File: src/rtl/iir_servo_sequencer_if.sv
// Host-side register bus of the servo sequencer: shadow tap writes, commit
// request, and the commit status returned to the host.
interface iir_servo_sequencer_if;
   logic [1:0]         coef_addr_in;
   logic signed [34:0] coef_data_in;
   logic               coef_we_in;
   logic               commit_in;
   logic               busy_out;
   logic               commit_done_out;

   modport master (
      output coef_addr_in, coef_data_in, coef_we_in, commit_in,
      input  busy_out, commit_done_out
   );

   modport slave (
      input  coef_addr_in, coef_data_in, coef_we_in, commit_in,
      output busy_out, commit_done_out
   );
endinterface

File: src/rtl/iir_servo_sequencer.sv
// Control-plane sequencer for a first-order IIR servo: primes the filter under
// hold at start-up and swaps shadow taps into the active set atomically under hold.
module iir_servo_sequencer #(
   parameter int SIGNAL_OUT_SIZE = 16,
   parameter int SETTLE_CYCLES   = 4
) (
   input  logic                               clk_in,
   input  logic                               rst_in,
   iir_servo_sequencer_if.slave               host,
   input  logic                               enable_in,
   input  logic                               hold_req_in,
   input  logic signed [SIGNAL_OUT_SIZE-1:0]  filter_out_in,
   input  logic signed [SIGNAL_OUT_SIZE-1:0]  rail_hi_in,
   input  logic signed [SIGNAL_OUT_SIZE-1:0]  rail_lo_in,
   output logic signed [34:0]                 a1_out,
   output logic signed [34:0]                 b0_out,
   output logic signed [34:0]                 b1_out,
   output logic                               on_out,
   output logic                               hold_out,
   output logic [1:0]                         railed_out,
   output logic [1:0]                         state_out
);

   localparam int         COEF_W      = 35;
   localparam logic [4:0] SETTLE_LAST = 5'(SETTLE_CYCLES - 1);
   localparam logic [4:0] SETTLE_FULL = 5'(SETTLE_CYCLES);

   typedef enum logic [1:0] {
      OFF    = 2'd0,
      PRIME  = 2'd1,
      RUN    = 2'd2,
      UPDATE = 2'd3
   } state_t;

   state_t                    state, state_nxt;
   logic [4:0]                cnt, cnt_nxt;
   logic                      pending, pending_nxt;
   logic                      copy_en;
   logic                      done_nxt;
   logic                      done_r;
   logic                      hold_req_d;
   logic [1:0]                railed_nxt;
   logic signed [COEF_W-1:0]  a1_sh, b0_sh, b1_sh;
   logic signed [COEF_W-1:0]  a1_act, b0_act, b1_act;

   always_ff @(posedge clk_in or posedge rst_in) begin
      if (rst_in) begin
         state      <= OFF;
         cnt        <= '0;
         pending    <= 1'b0;
         done_r     <= 1'b0;
         hold_req_d <= 1'b0;
         railed_out <= 2'b00;
      end else begin
         state      <= state_nxt;
         cnt        <= cnt_nxt;
         pending    <= pending_nxt;
         done_r     <= done_nxt;
         hold_req_d <= hold_req_in;
         railed_out <= railed_nxt;
      end
   end

   // Disable wins over everything; a commit not yet copied is simply dropped.
   always_comb begin
      state_nxt   = state;
      cnt_nxt     = cnt;
      pending_nxt = pending;
      copy_en     = 1'b0;
      done_nxt    = 1'b0;
      case (state)
         OFF: begin
            pending_nxt = 1'b0;
            if (host.commit_in) begin
               copy_en  = 1'b1;
               done_nxt = 1'b1;
            end
            if (enable_in) begin
               state_nxt = PRIME;
               cnt_nxt   = SETTLE_LAST;
            end
         end
         PRIME: begin
            if (!enable_in) begin
               state_nxt   = OFF;
               pending_nxt = 1'b0;
            end else begin
               if (host.commit_in) pending_nxt = 1'b1;
               if (cnt == 5'd0) state_nxt = RUN;
               else             cnt_nxt   = cnt - 5'd1;
            end
         end
         RUN: begin
            if (!enable_in) begin
               state_nxt   = OFF;
               pending_nxt = 1'b0;
            end else if (host.commit_in || pending) begin
               state_nxt   = UPDATE;
               cnt_nxt     = SETTLE_FULL;
               pending_nxt = 1'b0;
            end
         end
         UPDATE: begin
            if (!enable_in) begin
               state_nxt   = OFF;
               pending_nxt = 1'b0;
            end else begin
               if (cnt == SETTLE_FULL) copy_en = 1'b1;
               if (cnt == 5'd0) begin
                  state_nxt = RUN;
                  done_nxt  = 1'b1;
               end else begin
                  cnt_nxt = cnt - 5'd1;
               end
            end
         end
         default: state_nxt = OFF;
      endcase
   end

   // Flags are cleared whenever the filter is about to be switched off.
   always_comb begin
      railed_nxt = 2'b00;
      if (state_nxt != OFF) begin
         railed_nxt[1] = (filter_out_in >= rail_hi_in);
         railed_nxt[0] = (filter_out_in <= rail_lo_in);
      end
   end

   always_ff @(posedge clk_in or posedge rst_in) begin
      if (rst_in) begin
         a1_sh <= '0;
         b0_sh <= '0;
         b1_sh <= '0;
      end else if (host.coef_we_in) begin
         case (host.coef_addr_in)
            2'd0:    a1_sh <= host.coef_data_in;
            2'd1:    b0_sh <= host.coef_data_in;
            2'd2:    b1_sh <= host.coef_data_in;
            default: ;
         endcase
      end
   end

   always_ff @(posedge clk_in or posedge rst_in) begin
      if (rst_in) begin
         a1_act <= '0;
         b0_act <= '0;
         b1_act <= '0;
      end else if (copy_en) begin
         a1_act <= a1_sh;
         b0_act <= b0_sh;
         b1_act <= b1_sh;
      end
   end

   assign a1_out               = a1_act;
   assign b0_out               = b0_act;
   assign b1_out               = b1_act;
   assign on_out               = (state != OFF);
   assign hold_out             = (state == PRIME) || (state == UPDATE) ||
                                 ((state == RUN) && hold_req_d);
   assign state_out            = state;
   assign host.busy_out        = (state == UPDATE) || pending;
   assign host.commit_done_out = done_r;

endmodule

File: src/flat_wrapper.sv
// flat-port wrapper written by rule: the top's interface ports become plain ports
module iir_servo_sequencer_flat 
#(
   parameter int SIGNAL_OUT_SIZE = 16,
   parameter int SETTLE_CYCLES   = 4
)
  (clk_in, rst_in, enable_in, hold_req_in, filter_out_in, rail_hi_in, rail_lo_in, a1_out, b0_out, b1_out, on_out, hold_out, railed_out, state_out, host_coef_addr_in, host_coef_data_in, host_coef_we_in, host_commit_in, host_busy_out, host_commit_done_out);
  iir_servo_sequencer_if host_i ();
  input  logic clk_in;
  input  logic rst_in;
  input  logic enable_in;
  input  logic hold_req_in;
  input  logic signed [SIGNAL_OUT_SIZE-1:0] filter_out_in;
  input  logic signed [SIGNAL_OUT_SIZE-1:0] rail_hi_in;
  input  logic signed [SIGNAL_OUT_SIZE-1:0] rail_lo_in;
  output logic signed [34:0] a1_out;
  output logic signed [34:0] b0_out;
  output logic signed [34:0] b1_out;
  output logic on_out;
  output logic hold_out;
  output logic [1:0] railed_out;
  output logic [1:0] state_out;
  input wire logic [$bits(host_i.coef_addr_in)-1:0] host_coef_addr_in;
  input wire logic [$bits(host_i.coef_data_in)-1:0] host_coef_data_in;
  input wire logic [$bits(host_i.coef_we_in)-1:0] host_coef_we_in;
  input wire logic [$bits(host_i.commit_in)-1:0] host_commit_in;
  output wire logic [$bits(host_i.busy_out)-1:0] host_busy_out;
  output wire logic [$bits(host_i.commit_done_out)-1:0] host_commit_done_out;
  assign host_i.coef_addr_in = host_coef_addr_in;
  assign host_i.coef_data_in = host_coef_data_in;
  assign host_i.coef_we_in = host_coef_we_in;
  assign host_i.commit_in = host_commit_in;
  assign host_busy_out = host_i.busy_out;
  assign host_commit_done_out = host_i.commit_done_out;
  iir_servo_sequencer #(.SIGNAL_OUT_SIZE(SIGNAL_OUT_SIZE), .SETTLE_CYCLES(SETTLE_CYCLES)) u_core (.clk_in(clk_in), .rst_in(rst_in), .host(host_i), .enable_in(enable_in), .hold_req_in(hold_req_in), .filter_out_in(filter_out_in), .rail_hi_in(rail_hi_in), .rail_lo_in(rail_lo_in), .a1_out(a1_out), .b0_out(b0_out), .b1_out(b1_out), .on_out(on_out), .hold_out(hold_out), .railed_out(railed_out), .state_out(state_out));
endmodule
File: config.mk
export PLATFORM = sky130hd
export DESIGN_NAME = iir_servo_sequencer_flat
export DESIGN_NICKNAME = d
export VERILOG_FILES = /design/src/rtl/iir_servo_sequencer_if.sv /design/src/rtl/iir_servo_sequencer.sv /design/src/flat_wrapper.sv
export SDC_FILE = /design/constraint.sdc
export NUM_CORES = 1
export LEC_CHECK = 0
export BUFFER_PORTS_ARGS = -buffer_cell sky130_fd_sc_hd__buf_2
export CAP_MARGIN = 20
export CORE_MARGIN = 4
export CORE_UTILIZATION = 36
export DETAILED_ROUTE_END_ITERATION = 16
export PLACE_DENSITY = 0.59
export SYNTH_ARGS = -nofsm -noshare
export SYNTH_HDL_FRONTEND = slang
export SYNTH_SLANG_ARGS = --single-unit
File: constraint.sdc
create_clock -name clk_in -period 18 [get_ports clk_in]
set_input_delay 3.6 -clock clk_in [delete_from_list [all_inputs] [get_ports clk_in]]
set_output_delay 3.6 -clock clk_in [all_outputs]
set_load 0.005 [all_outputs]
==> impl_metrics.tcl, run 1 <==
set metrics [dict create \
    port_buffers 203 \
    fillers 2380 \
    crit_required_ns 18.39 \
    post_drt_wl_per_cell_um 16.6 \
    cp_common_cell "buf_4" \
    synthCells 640 \
    slowest_stage "buf_4" \
    final_antenna_net_count 0 \
    ioPinCount 204 \
    yosys.area.top_type "dfrtp_1" \
    worstPathArrival_ns 5.90 \
    cts.hold.buffers_added 0 \
    async_reset_ff_frac 1.00 \
    cp-end-kind "flip-flop" \
    rows 58 \
    die_area_um2 28700 \
    register_area_um2 5560 \
    gp_congestion 0.832 \
    clk_latency_ns 0.51 \
    netlist_area_um2 9390 \
    antenna_found_initial 2 \
    grt_pass1_vias 5909 \
    post_cts_buffers 0 \
    dp_hpwl_um 13600 \
    irDropWorstVdd_mv 0.113 \
    min_period_ns 5.50 \
    yosys.area.top_type_share 0.592 \
    setup_viol 0 \
    worstSetupPathType "input port to flip-flop" \
    grt_remaining_overflow 0 \
    nNetsFinal 984 \
    fp.coreArea_um2 25400 \
    detail_route.vias_per_cell 4.82 \
    cts.htree.levels 1 \
    cts_sinks 222 \
    yosysUniqueCellTypes 46 \
    synthTopCellsByCount "222 x dfrtp_1, 160 x mux2_2, 50 x mux2_1" \
    grt_max_degree 97 \
    fin_skew_ns 0.0197 \
    cellPowerDensity_nw_per_um2 148 \
    cts_root_buffer "clkbuf_16" \
    slew_headroom 0.323 \
    grt_pass1_wl_um 32000 \
    synth_ff_type "dfrtp_1" \
    postLayoutCoreUtil 0.454 \
    power.leakage_nw 5.52 \
    synthTopCellsByArea "dfrtp_1 59%, mux2_2 19%, mux2_1 6.0%" \
    crit_family "buffers and inverters" \
    drive_gt1_frac 0.475 \
    syn2layout_area_growth_pct 22.8 \
    cts_tree "built" \
    crit_path_start "enable_in" \
    synth_nets 770 \
    fmax_ghz 0.182 \
    grt.total_usage 0.137 \
    ys_ff_latch 222 \
    vias 5793 \
    path_cells "buf_2 -> nand4_1 -> a21oi_4 -> buf_4 -> buf_4 -> mux2_2" \
    outcome "completed" \
    drc 0 \
    maxCapViolCount 0 \
    rsz0062_at_grt "false" \
    synth_seq_area_share 0.592 \
    finalHoldViolCount 0 \
    slowest_delay_ns 0.85 \
    min_path_type "flip-flop to flip-flop" \
    drtIter0Drc 255 \
    chipHeight_um 169 \
    start_util 0.370 \
    start_kind "input port" \
    yosysWarnings 0 \
    hold_start "u_core.b0_out[8]$_DFFE_PP0P_" \
    cts_buffers 24 \
    first_pass_iters 4 \
    period_share 0.306 \
    worst_pin_slew_ns 1.01 \
    synth_edf_count 0 \
    cts_buffer_depth 3 \
    cts_resized 0 \
    reg2reg_from "u_core.state_out[0]$_DFF_PP0_" \
    die_x_um 169 \
    critPathBufInv 3 \
    synth_most_common_cell "dfrtp_1" \
    avgSynthCellArea_um2 14.7 \
    drv_slew 0 \
    drt-total-wl_um 19900 \
    multi_input_area_um2 3560 \
    worstPathMaxFanout 73 \
    fin_tns_setup_ns 0 \
    cts.reportedPaths.clkPinSlew_ns 0.06 \
]
cells in the final DEF (no fill, tap or decap), types with 3 or more instances in the layout:
master,count
buf_2,203
nand2b_1,4
inv_1,39
and3_1,3
and4_1,7
a21oi_1,15
clkbuf_1,6
nand3_1,4
clkbuf_8,6
mux2_1,50
dfrtp_1,222
clkinv_2,4
nand4_1,3
mux2_2,160
a211oi_1,3
nand2_1,9
nor2_1,8
a21o_1,7
buf_4,7
clkbuf_16,24
ha_1,39
nand3b_1,3
o21ai_0,10
power by group:
part / internal (mW) / leakage [nW] / switching (mW)
clock network: 0.273 / 0.379 / 0.192
logic: 0.268 / 2.49 / 0.209
registers: 0.675 / 2.65 / 0.0945
stage by stage:
stage                     hold WS [ns]  total power, mW  instance area [um2]  setup slack (ns)  cells
after floorplan                  0.459             1.05                 9390              8.32    640
after global placement           0.463             1.26                10800             11.95   1158
after detailed placement         0.472             1.27                10800             11.95   1158
after CTS                        0.486             1.75                11500             12.50   1202
after global routing             0.503             1.83                11500             12.31   1203
final                            0.480             1.71                11500             12.50   1203
cells by family after synthesis:
logic type,share of synthesized area
AOI/OAI and AO/OA,0.0377
adders and majority gates,0.0520
buffers and inverters,0.0305
DFF,0.592
muxes,0.253
and+or+nand+nor,0.0351
metal layers:
layer,global-route usage,part of all wire,up-vias
met2,0.212,0.45,163
met3,0.0314,0.068,30
met1,0.196,0.47,2866
li1,-,-,2732
met4,0.0340,0.019,2
met5,0,0.00035,-
cell type report:
cell class | count | share of cell area
well taps | 330 | 0.0358
inverters | 40 | 0.0137
clock inverters | 8 | 0.00554
flip-flops and latches | 222 | 0.482
clock buffers | 36 | 0.0612
repair buffers | 210 | 0.0927
diodes | 1 | 0.000217
multi-input cells | 356 | 0.309
sequential cells by signal, indices dropped and copies added (netlist names), 2 cells and up:
signal,count
u_core.state_out,2
u_core.b1_out,35
u_core.a1_sh,35
u_core.cnt,5
u_core.b0_sh,35
u_core.a1_out,35
u_core.railed_out,2
u_core.b0_out,35
u_core.b1_sh,35
worst paths after layout:
kind,slack (ns),depth (start not counted),endpoint
setup / recovery,12.50,6,u_core.b0_out[25]$_DFFE_PP0P_
hold / removal,0.48,1,u_core.b0_out[8]$_DFFE_PP0P_
setup reg to reg,14.81,6,u_core.b0_out[25]$_DFFE_PP0P_
hold reg to reg,0.48,1,u_core.b0_out[8]$_DFFE_PP0P_
max in group asynchronous,12.72,4,u_core.b0_out[7]$_DFFE_PP0P_
min in group asynchronous,3.20,2,u_core.b1_out[24]$_DFFE_PP0P_
Power figures use the tool's default switching activity.
==> run 2, diff against run 1 <==
Settings changed: PLACE_DENSITY 0.59 to 0.61.
Clock period 18 ns to 4.8 ns, I/O delays scaled along.
==> impl_metrics.tcl, run 2 (synthesis gave the netlist of run 1 again) <==
set metrics [dict create \
    cts.htree.levels 1 \
    syn2layout_area_growth_pct 23.0 \
    first_pass_iters 4 \
    worstPathArrival_ns 1.86 \
    grt_pass1_vias 6032 \
    cellPowerDensity_nw_per_um2 554 \
    grt_remaining_overflow 0 \
    cts_tree "built" \
    detail_route.vias_per_cell 4.82 \
    antenna_found_initial 1 \
    final_antenna_net_count 0 \
    layout_commonest_cell "dfrtp_1" \
    cts_resized 0 \
    chipHeight_um 169 \
    start_util 0.370 \
    dp_hpwl_um 13400 \
    finalNonFillerCells 1201 \
    drtIter0Drc 222 \
    critPathBufInv 2 \
    layout_common_cells "222 x dfrtp_1, 203 x buf_2, 160 x mux2_2, 50 x mux2_1" \
    die_area_um2 28700 \
    post_drt_wl_per_cell_um 16.3 \
    period_share 0.587 \
    clk_latency_ns 0.49 \
    slowest_delay_ns 0.52 \
    diodes 0 \
    drc 0 \
    cts.reportedPaths.clkPinSlew_ns 0.06 \
    setup_viol 0 \
    postLayoutSetupSlackWorst_ns 1.98 \
    place_ws_ns 2.20 \
    min_path_type "flip-flop to flip-flop" \
    maxCapViolCount 0 \
    dp.cells 1158 \
    vias 5791 \
    gp_congestion 0.830 \
    finalHoldViolCount 0 \
    min_period_ns 2.82 \
    grt.total_usage 0.136 \
    rows 58 \
    ioPinCount 204 \
    worstPathMaxFanout 10 \
    fmax_ghz 0.355 \
    crit_family "flip-flops" \
    cts_buffers 24 \
    drv_slew 0 \
    fp.coreArea_um2 25400 \
    irDropWorstVdd_mv 0.310 \
    cts_root_buffer "clkbuf_16" \
    grt_pass1_wl_um 32100 \
    cts_sinks 222 \
    cp-end-kind "output port" \
    fin_skew_ns 0.00619 \
    start_kind "flip-flop" \
    power.leakage_nw 5.53 \
    die_x_um 169 \
    outcome "completed" \
    path_cells "inv_1 -> ha_1 -> a211o_1 -> buf_2" \
    grt_max_degree 106 \
    rsz0062_at_grt "false" \
    cts_buffer_depth 3 \
    worstSetupPathType "flip-flop to output port" \
    drt-total-wl_um 19500 \
    fin_tns_setup_ns 0 \
    drive_gt1_frac 0.474 \
    crit_required_ns 3.84 \
    nNetsFinal 984 \
    port_buffers 203 \
    cts.hold.buffers_added 0 \
    slowest_stage "dfrtp_1" \
    slew_headroom 0.400 \
    post_cts_buffers 0 \
    worst_pin_slew_ns 0.898 \
]
==> run 2: cell types whose count changed in the layout (fill, tap and decap cells not counted) <==
| cell | change |
|---|---|
| clkinv_2 | +5 |
| buf_12 | +4 |
| buf_4 | -4 |
| clkbuf_8 | -4 |
| inv_8 | -2 |
| bufinv_16 | +1 |
| clkbuf_16 | +1 |
| clkinv_8 | -1 |
| diode_2 | -1 |
| inv_6 | -1 |
==> run 2: final cells by class <==
class | count | area [um2]
tap | 330 | 413
clock inverter | 10 | 75.1
clock buffer | 33 | 676
sequential | 222 | 5560
multi-input combinational | 356 | 3560
fill | 2350 | 13800
timing repair buffer | 210 | 1120
inverter | 40 | 154
==> run 2: layer usage <==
layer / vias up / wire length (um) / GRT usage
met5: - / 20 / 0
met4: 2 / 372 / 0.0357
met3: 32 / 1560 / 0.0373
met2: 178 / 9080 / 0.220
met1: 2861 / 8500 / 0.182
li1: 2718 / - / -
==> run 2: path summary, 6_finish.rpt <==
path                                               startpoint                            end  slack (ns)  cells after the start
worst min-delay path             u_core.a1_sh[29]$_DFFE_PP0P_  u_core.a1_out[29]$_DFFE_PP0P_        0.48                      1
max in group asynchronous                              rst_in  u_core.a1_out[15]$_DFFE_PP0P_        3.30                      3
min in group asynchronous                              rst_in  u_core.a1_out[30]$_DFFE_PP0P_        0.64                      2
worst max register to register  u_core.state_out[0]$_DFF_PP0_  u_core.b0_out[29]$_DFFE_PP0P_        2.37                      5
worst min register to register   u_core.a1_sh[29]$_DFFE_PP0P_  u_core.a1_out[29]$_DFFE_PP0P_        0.48                      1
worst max-delay path            u_core.state_out[0]$_DFF_PP0_                       hold_out        1.98                      4
==> run 2: worst reg2reg max path, delay by kind of cell, from the launching register on <==
family / cells / cell delay, ns
simple gates: 1 / 0.20
buf+inv: 1 / 0.45
flops: 1 / 0.52
compound gates: 1 / 0.20
mux: 1 / 0.55
fa+ha+maj: 1 / 0.39
==> run 2: power by group <==
part	switching, mW	internal, mW	leakage, nW
Clock	0.695	1.04	0.379
Combinational	0.785	1.01	2.51
Sequential	0.344	2.53	2.65
==> run 2: metrics by stage <==
stage / util / power [mW] / hold WS, ns / cell area, um2
2_1_floorplan: - / 3.92 / 0.459 / 9390
3_3_place_gp: 0.425 / 4.70 / 0.462 / 10800
3_5_place_dp: 0.425 / 4.76 / 0.469 / 10800
4_1_cts: 0.455 / 6.53 / 0.482 / 11600
5_1_grt: 0.455 / 6.85 / 0.501 / 11600
6_report: 0.455 / 6.40 / 0.476 / 11600
